### src/rtl/alu_pkg.sv
// Shared types and flag bit positions for the multi-cycle ALU.
package alu_pkg;

  typedef enum logic [2:0] {
    OP_ADD = 3'b000,
    OP_SUB = 3'b001,
    OP_AND = 3'b010,
    OP_ORR = 3'b011,
    OP_EOR = 3'b100,
    OP_LSL = 3'b101,
    OP_LSR = 3'b110,
    OP_MUL = 3'b111
  } alu_op_e;

  typedef enum logic [1:0] {
    IDLE = 2'd0,
    BUSY = 2'd1,
    DONE = 2'd2
  } alu_state_e;

  localparam int FLAG_N = 3;
  localparam int FLAG_Z = 2;
  localparam int FLAG_C = 1;
  localparam int FLAG_V = 0;

endpackage

### src/rtl/alu_core.sv
// Single-cycle datapath: add/sub, logic ops and shifts with NZCV flags.
module alu_core
  import alu_pkg::*;
#(
  parameter int WIDTH = 32,
  parameter int SHW   = $clog2(WIDTH)
) (
  input  logic [WIDTH-1:0] a,
  input  logic [WIDTH-1:0] b,
  input  alu_op_e          op,
  output logic [WIDTH-1:0] result,
  output logic [3:0]       flags
);

  logic             sub;
  logic [WIDTH-1:0] bx;
  logic [WIDTH:0]   sum;
  logic [SHW-1:0]   sh;
  logic [WIDTH:0]   lsl_ext;
  logic [WIDTH:0]   lsr_ext;
  logic             c;
  logic             v;

  assign sub = (op == OP_SUB);
  assign bx  = sub ? ~b : b;
  assign sum = {1'b0, a} + {1'b0, bx} + {{WIDTH{1'b0}}, sub};
  assign sh  = b[SHW-1:0];

  // The extra bit beside the operand catches the last bit shifted out,
  // and stays 0 for a zero shift amount.
  assign lsl_ext = {1'b0, a} << sh;
  assign lsr_ext = {a, 1'b0} >> sh;

  always_comb begin
    result = '0;
    c      = 1'b0;
    v      = 1'b0;
    case (op)
      OP_ADD, OP_SUB: begin
        result = sum[WIDTH-1:0];
        c      = sum[WIDTH];
        v      = ~(a[WIDTH-1] ^ b[WIDTH-1] ^ sub) & (a[WIDTH-1] ^ sum[WIDTH-1]);
      end
      OP_AND: result = a & b;
      OP_ORR: result = a | b;
      OP_EOR: result = a ^ b;
      OP_LSL: begin
        result = lsl_ext[WIDTH-1:0];
        c      = lsl_ext[WIDTH];
      end
      OP_LSR: begin
        result = lsr_ext[WIDTH:1];
        c      = lsr_ext[0];
      end
      default: result = '0;
    endcase
  end

  always_comb begin
    flags         = '0;
    flags[FLAG_N] = result[WIDTH-1];
    flags[FLAG_Z] = (result == '0);
    flags[FLAG_C] = c;
    flags[FLAG_V] = v;
  end

endmodule

### src/rtl/alu_mc.sv
// Multi-cycle ALU: handshake FSM, result registers and shift-add multiplier.
//   state | meaning
//   IDLE  | in_ready=1, waiting for an op
//   BUSY  | multiplier iterating, one partial product per cycle
//   DONE  | out_valid=1, result held until out_ready
module alu_mc
  import alu_pkg::*;
#(
  parameter int WIDTH = 32,
  parameter int SHW   = $clog2(WIDTH)
) (
  input  logic             clk,
  input  logic             reset_n,
  input  logic             in_valid,
  output logic             in_ready,
  input  logic [WIDTH-1:0] a,
  input  logic [WIDTH-1:0] b,
  input  logic [2:0]       ALUControl,
  output logic             out_valid,
  input  logic             out_ready,
  output logic [WIDTH-1:0] Result,
  output logic [3:0]       ALUFlags
);

  localparam logic [SHW-1:0] CNT_LAST = SHW'(WIDTH - 1);

  alu_state_e       state, state_d;
  alu_op_e          op_in;
  logic             accept;
  logic             mul_last;
  logic [SHW-1:0]   cnt;
  logic [WIDTH-1:0] mcand;
  logic [WIDTH-1:0] mplier;
  logic [WIDTH-1:0] acc;
  logic [WIDTH-1:0] acc_next;
  logic [WIDTH-1:0] core_result;
  logic [3:0]       core_flags;

  assign op_in = alu_op_e'(ALUControl);

  alu_core #(.WIDTH(WIDTH), .SHW(SHW)) u_core (
    .a      (a),
    .b      (b),
    .op     (op_in),
    .result (core_result),
    .flags  (core_flags)
  );

  always_ff @(posedge clk or negedge reset_n) begin
    if (!reset_n) state <= IDLE;
    else          state <= state_d;
  end

  always_comb begin
    state_d  = state;
    accept   = 1'b0;
    mul_last = 1'b0;
    case (state)
      IDLE: begin
        if (in_valid) begin
          accept  = 1'b1;
          state_d = (op_in == OP_MUL) ? BUSY : DONE;
        end
      end
      BUSY: begin
        if (cnt == CNT_LAST) begin
          mul_last = 1'b1;
          state_d  = DONE;
        end
      end
      DONE: begin
        if (out_ready) state_d = IDLE;
      end
      default: state_d = IDLE;
    endcase
  end

  assign in_ready  = (state == IDLE);
  assign out_valid = (state == DONE);

  // Accumulator wraps at WIDTH bits, so only the low half of the product survives.
  assign acc_next = acc + (mplier[0] ? mcand : '0);

  always_ff @(posedge clk or negedge reset_n) begin
    if (!reset_n) begin
      cnt      <= '0;
      mcand    <= '0;
      mplier   <= '0;
      acc      <= '0;
      Result   <= '0;
      ALUFlags <= '0;
    end else if (accept) begin
      cnt    <= '0;
      mcand  <= a;
      mplier <= b;
      acc    <= '0;
      if (op_in != OP_MUL) begin
        Result   <= core_result;
        ALUFlags <= core_flags;
      end
    end else if (state == BUSY) begin
      cnt    <= cnt + 1'b1;
      mcand  <= mcand << 1;
      mplier <= mplier >> 1;
      acc    <= acc_next;
      if (mul_last) begin
        Result           <= acc_next;
        ALUFlags         <= '0;
        ALUFlags[FLAG_N] <= acc_next[WIDTH-1];
        ALUFlags[FLAG_Z] <= (acc_next == '0);
      end
    end
  end

endmodule

### config.mk
export PLATFORM = sky130hd
export DESIGN_NAME = alu_mc
export DESIGN_NICKNAME = d
export VERILOG_FILES = /design/src/rtl/alu_pkg.sv /design/src/rtl/alu_core.sv /design/src/rtl/alu_mc.sv
export SDC_FILE = /design/constraint.sdc
export NUM_CORES = 1
export LEC_CHECK = 0
export ABC_CLOCK_PERIOD_IN_PS = 11900
export CAP_MARGIN = 20
export CORE_MARGIN = 3
export CORE_UTILIZATION = 66
export DETAILED_ROUTE_END_ITERATION = 10
export HOLD_SLACK_MARGIN = 0.05
export PLACE_DENSITY = 0.88
export SLEW_MARGIN = 40
export SYNTH_ARGS = -nofsm -noshare
export SYNTH_HDL_FRONTEND = slang
export SYNTH_SLANG_ARGS = --single-unit
### constraint.sdc
create_clock -name clk -period 11.9 [get_ports clk]
set_input_delay 2.38 -clock clk [delete_from_list [all_inputs] [get_ports clk]]
set_output_delay 2.38 -clock clk [all_outputs]
set_load 0.02 [all_outputs]
# Word level (Yosys, flattened, before mapping)
# Cells that the tools add are included.
# totals
register_bits,139
input_bits,71
out_inout_bits,38
wordCells,76
# op_classes
add_sub_neg,4
n_eq_ne,15
shifts,2
muxes,30
n_bitwise,9
n_reduce_logical,9
# ops
operator,n
$mux W32,12
$pmux W32 S6,1
$logic_not A32 Y1,2
$add A32 B32 Y33,1
$add A33 B1 Y33,1
$shl A32 B5 Y33,1
$shr A33 B5 Y33,1
$add A32 B32 Y32,1
$and A32 B32 Y32,1
$not A32 Y32,1
$or A32 B32 Y32,1
$xor A32 B32 Y32,1
$mux W4,4
$eq A3 B3 Y1 const B,4
$mux W5,2
$mux W2,4
$eq A3 B2 Y1 const B,2
$pmux W2 S3,1
$reduce_and A3 Y1,2
$add A5 B1 Y5 const B,1
$eq A5 B5 Y1 const B,1
$mux W1,5
$ne A2 B1 Y1 const B,2
$ne A2 B2 Y1 const B,2
12 further kinds,15

# Longest topological paths before layout
# logic_depth
ltp_word,9
depth_mapped,21
mapped_depth_nobuf,16

# Cells and area by module
# From an unflattened synthesis, not the netlist that was laid out.
# unflattened
hier_cells,2098
area_unflattened_um2,16967.5
# modules_own_cells
mod,instances,cells_each,area_per_inst_um2,seq_area_each_um2
alu_core,1,1135,8684.6,0.0
alu_mc,1,963,8282.9,3478.3

# Least setup slack after synthesis
# OpenSTA, ideal clock, no wires.
# synth_timing
kind,input-to-reg
from,in ALUControl[1]
to,reg ALUFlags[2]
setup_time_ns,0.066
t_arrival_ns,6.716
required_ns,11.834
path_slack_ns,5.118
stages,21
path_buffers,6
path_cell_list,clkbuf_1 -> or2_2 -> clkbuf_1 -> clkbuf_1 -> clkbuf_1 -> nor2_1 -> buf_1 -> xnor2_1 -> ha_1 -> clkbuf_1 -> nand2_1 -> nor3_1 -> a211oi_1 -> a211oi_1 -> a31oi_1 -> mux2_2 -> o211ai_1 -> nor4_1 -> nand4_1 -> o21ai_1 -> a41o_1
# synth_between
elab_chain_cells,8
word_cells_on_any_way,18
cone_classes,add/sub (2); eq/ne (8); mux (4); reduce/logical (4)
# synth_lines
item,line_no,text
from (decl),alu_mc.sv:18,"input logic [2:0] ALUControl,"
$eq A3 B1 Y1,"alu_core.sv:24, alu_core.sv:38",
$mux W32,alu_core.sv:25,assign bx = sub ? ~b : b;
$add A32 B32 Y33,alu_core.sv:26,"assign sum = {1'b0, a} + {1'b0, bx} + {{WIDTH{1'b0}}, sub};"
$add A33 B1 Y33,alu_core.sv:26,
$pmux W32 S6,alu_core.sv:38,case (op)
$logic_not A32 Y1,alu_core.sv:62,flags[FLAG_Z] = (result == '0);
$mux W4,alu_mc.sv:97,if (op_in != OP_MUL) begin
$mux W4,alu_mc.sv:92,end else if (accept) begin
to (signal assigned),alu_mc.sv:99,ALUFlags <= core_flags;
"to (signal, indexed assignment)",alu_mc.sv:109,ALUFlags[FLAG_N] <= acc_next[WIDTH-1];
"to (signal, indexed assignment)",alu_mc.sv:110,ALUFlags[FLAG_Z] <= (acc_next == '0);
to (decl),alu_mc.sv:22,output logic [3:0] ALUFlags
# Parallel ways exist; a longest one is shown, timed or not. The select of a mux whose other input is x is not followed.
# A chain may end at the register's enable or synchronous reset.

# Worst setup path in the final report
# Same ends and word-level chain as after synthesis.

==> flow_metrics.py <==
metrics = {
    "flow_run": {
        "max_cap_viol_count": 0,
    },
    "hold_path": {
        "hold_class": "register to register",
        "hold_start": "acc[22]$_DFFE_PN0P_",
    },
    "clock_network": {
        "clk_pin_slew_ps": 70,
        "tritoncts": "yes",
        "clockRootBuffer": "clkbuf_16",
        "clk_latency_ps": 430,
        "cts_buffer_depth": 2,
        "post_cts_buffers": 0,
        "cts_buffers": 17,
        "cts_resized": 0,
        "postCtsHoldBufs": 0,
        "clkSinkCount": 138,
        "cts_htree_levels": 4,
    },
    "yosys": {
        "syn-num-nets": 2137,
        "yosysWarnings": 0,
        "syn-instance-count": 1932,
        "ys.flop_type": "dfrtp_1",
        "syn_area_per_cell_um2": 8.165,
        "synth-edff-count": 0,
        "async_reset_ff_share_pct": 100.0,
        "ys_ff_latch": 138,
        "ys_seq_area_share_pct": 21.89,
        "yosys.cell_types.count": 81,
        "syn_area_mm2": 0.01577,
    },
    "worst_setup_path": {
        "cp-start-kind": "input pin",
        "startpoint": "ALUControl[1]",
        "path_max_fanout": 31,
        "critPathKind": "input pin to register",
        "cp-end-kind": "register",
        "cp_data_required_time_ps": 12270,
        "arrival_ps": 7830,
        "rr_startpoint": "mplier[0]$_DFFE_PN0P_",
    },
    "pwr": {
        "p_total_mw": 2.853,
        "seqPwrFrac_pct": 28.8,
        "swShare_pct": 47.08,
        "power_switching_mw": 1.343,
        "irDropWorstVdd_mv": 0.1326,
        "combPwrFrac_pct": 52.7,
        "power.leakage_nw": 7.437,
        "intPower_mw": 1.510,
        "power_density_mw_per_mm2": 164.1,
        "clkPwrFrac_pct": 18.5,
    },
    "routing": {
        "via_count": 17174,
        "routed_via_density": 7.606,
        "ant_nets": 0,
        "remaining_drc_errors": 0,
        "wl_mm": 62.60,
        "drt_iter0_drc": 3330,
        "firstDrtPassIters": 9,
        "avgRoutedWirePerCell_um": 27.72,
    },
    "sta": {
        "setup_viol": 0,
        "period_needed_ps": 7463,
        "rsz0062_at_grt": "no",
        "finalCritPeriodShare_pct": 62.71,
        "max_freq_ghz": 0.1340,
        "hold_viol_final": 0,
        "relSlewSlack_pct": 35.57,
        "worst_pin_slew_ps": 963.5,
        "slew_viol_final": 0,
        "fin_setup_tns_ps": 0,
        "fin_skew_ps": 15.41,
    },
    "die": {
        "dieWidth_um": 160.6,
        "dieArea_mm2": 0.02579,
        "initial_core_util_pct": 68.42,
        "num_rows": 55,
        "core_area_mm2": 0.02305,
        "die_h_um": 160.6,
        "pin_count": 109,
    },
    "run_status": {
        "outcome": "finished clean",
    },
    "place": {
        "place_congestion": 1.197,
        "port_buffers": 108,
        "place_area_mm2": 0.01683,
        "dp_hpwl_mm": 45.04,
    },
    "layout": {
        "area_growth_pct": 10.22,
        "layout.nets": 2137,
        "layout_common_cells": "178 x a21oi_1, 153 x o21ai_0, 144 x nand2_1",
        "fin_area_mm2": 0.01739,
        "layout-drive-gt1-share_pct": 8.175,
        "diodes": 0,
        "layout_commonest_cell": "a21oi_1",
    },
    "global_routing": {
        "track_usage_pct": 47.23,
        "grt_max_degree": 73,
        "grt_pass1_wl_mm": 95.44,
        "overflow": 0,
        "first_global_vias": 16222,
        "antenna_found_initial": 0,
    },
}
state kept, by name, summed over array words and instances, names as in the netlist:
name,cells
acc,32
cnt,5
Result,32
state,2
ALUFlags,3
mcand,32
mplier,32
worst paths after layout:
kind                                                 to  slack (ps)  cells after the start
worst max-delay path            ALUFlags[2]$_DFFE_PN0P_        4440                     18
worst min-delay path                acc[22]$_DFFE_PN0P_         490                      2
worst max register to register  ALUFlags[2]$_DFFE_PN0P_        6850                     15
worst min register to register      acc[22]$_DFFE_PN0P_         490                      2
max in group asynchronous          state[1]$_DFFE_PN0P_        8790                      2
min in group asynchronous          mcand[4]$_DFFE_PN0P_        1970                      1
per-stage QoR:
| stage | hold WS, ps | instances | worst slack, ps | util [%] |
|---|---|---|---|---|
| global route | 524.9 | 2258 | 4156 | 75.42 |
| finish | 491.5 | 2258 | 4437 | 75.42 |
| global placement | 468.9 | 2226 | 4290 | 72.97 |
| CTS | 492.7 | 2258 | 4610 | 75.39 |
| floorplan | 449.4 | 1932 | 5118 | - |
| detailed placement | 477.1 | 2226 | 4201 | 72.99 |
layer usage:
layer / global-route usage (%) / vias up / part of all wire (%)
li1: - / 7242 / -
met1: 61.98 / 8005 / 36
met2: 69.98 / 1542 / 42
met3: 13.23 / 385 / 15
met4: 27.10 / 0 / 7.8
met5: 0 / - / 0
kinds of logic (layout without fill, tap and decap cells):
group / after synthesis / count (layout) / share of synthesized area, %
AOI/OAI and AO/OA: 713 / 713 / 29.36
and+or+nand+nor: 514 / 514 / 16.67
buffers and inverters: 240 / 253 / 6.179
DFF: 138 / 138 / 21.89
adders and majority gates: 134 / 134 / 10.72
muxes: 114 / 114 / 10.79
xor gates and xnor gates: 79 / 79 / 4.386
cells in the mapped netlist, types with 11 or more instances:
library cell,instances,share of area [%]
a211o_1,11,0.61
a211oi_1,28,1.3
a21o_1,22,1.0
a21oi_1,178,5.6
a221o_1,11,0.70
a22o_1,22,1.2
a22oi_1,114,5.4
a31oi_1,19,0.75
and2_1,42,1.7
and3_1,18,0.71
buf_1,21,0.50
buf_2,11,0.35
clkbuf_1,113,2.7
dfrtp_1,138,22
ha_1,132,10
inv_1,84,2.0
mux2_2,27,1.9
mux2i_1,44,2.8
mux4_2,36,5.1
nand2_1,144,3.4
nand2b_1,13,0.52
nand3_1,29,0.92
nand4_1,22,0.87
nor2_1,83,2.0
nor2b_1,79,3.1
nor3_1,32,1.0
nor4_1,14,0.56
o211ai_1,15,0.71
o21ai_0,153,4.9
o221ai_1,14,0.78
o22ai_1,42,1.7
xnor2_1,50,2.8
xor2_1,29,1.6
critical path, stage by stage:
cell and delay (ps):
clkdlybuf4s50_1 640, or2_2 660, nor2_4 160, buf_4 480
xnor2_1 210, inv_1 80, fa_1 410, nand2b_1 190
a21oi_1 240, a211oi_1 260, a211oi_1 750, nand2_1 210
mux2i_1 230, o211ai_1 150, nor4_1 310, nand4_1 160
o21ai_1 180, a41o_1 110
area by class of cell:
class / count / area (µm²)
Clock inverter: 15 / 127.6
Fill cell: 1689 / 5667
Sequential cell: 138 / 3456
Inverter: 85 / 319.1
Clock buffer: 17 / 425.4
Tap cell: 313 / 391.6
Timing Repair Buffer: 136 / 1279
Multi-Input combinational cell: 1554 / 11390
power by group through the flow:
| stage | sequential [mW] | combinational [mW] | clock, mW |
|---|---|---|---|
| finish | 0.820 | 1.50 | 0.529 |
| CTS | 0.811 | 1.45 | 0.528 |
| floorplan | 0.814 | 0.915 | 0 |
| global route | 0.836 | 1.60 | 0.547 |
| detailed placement | 0.815 | 1.44 | 0 |
| global placement | 0.807 | 1.39 | 0 |
Power figures use the tool's default switching activity.
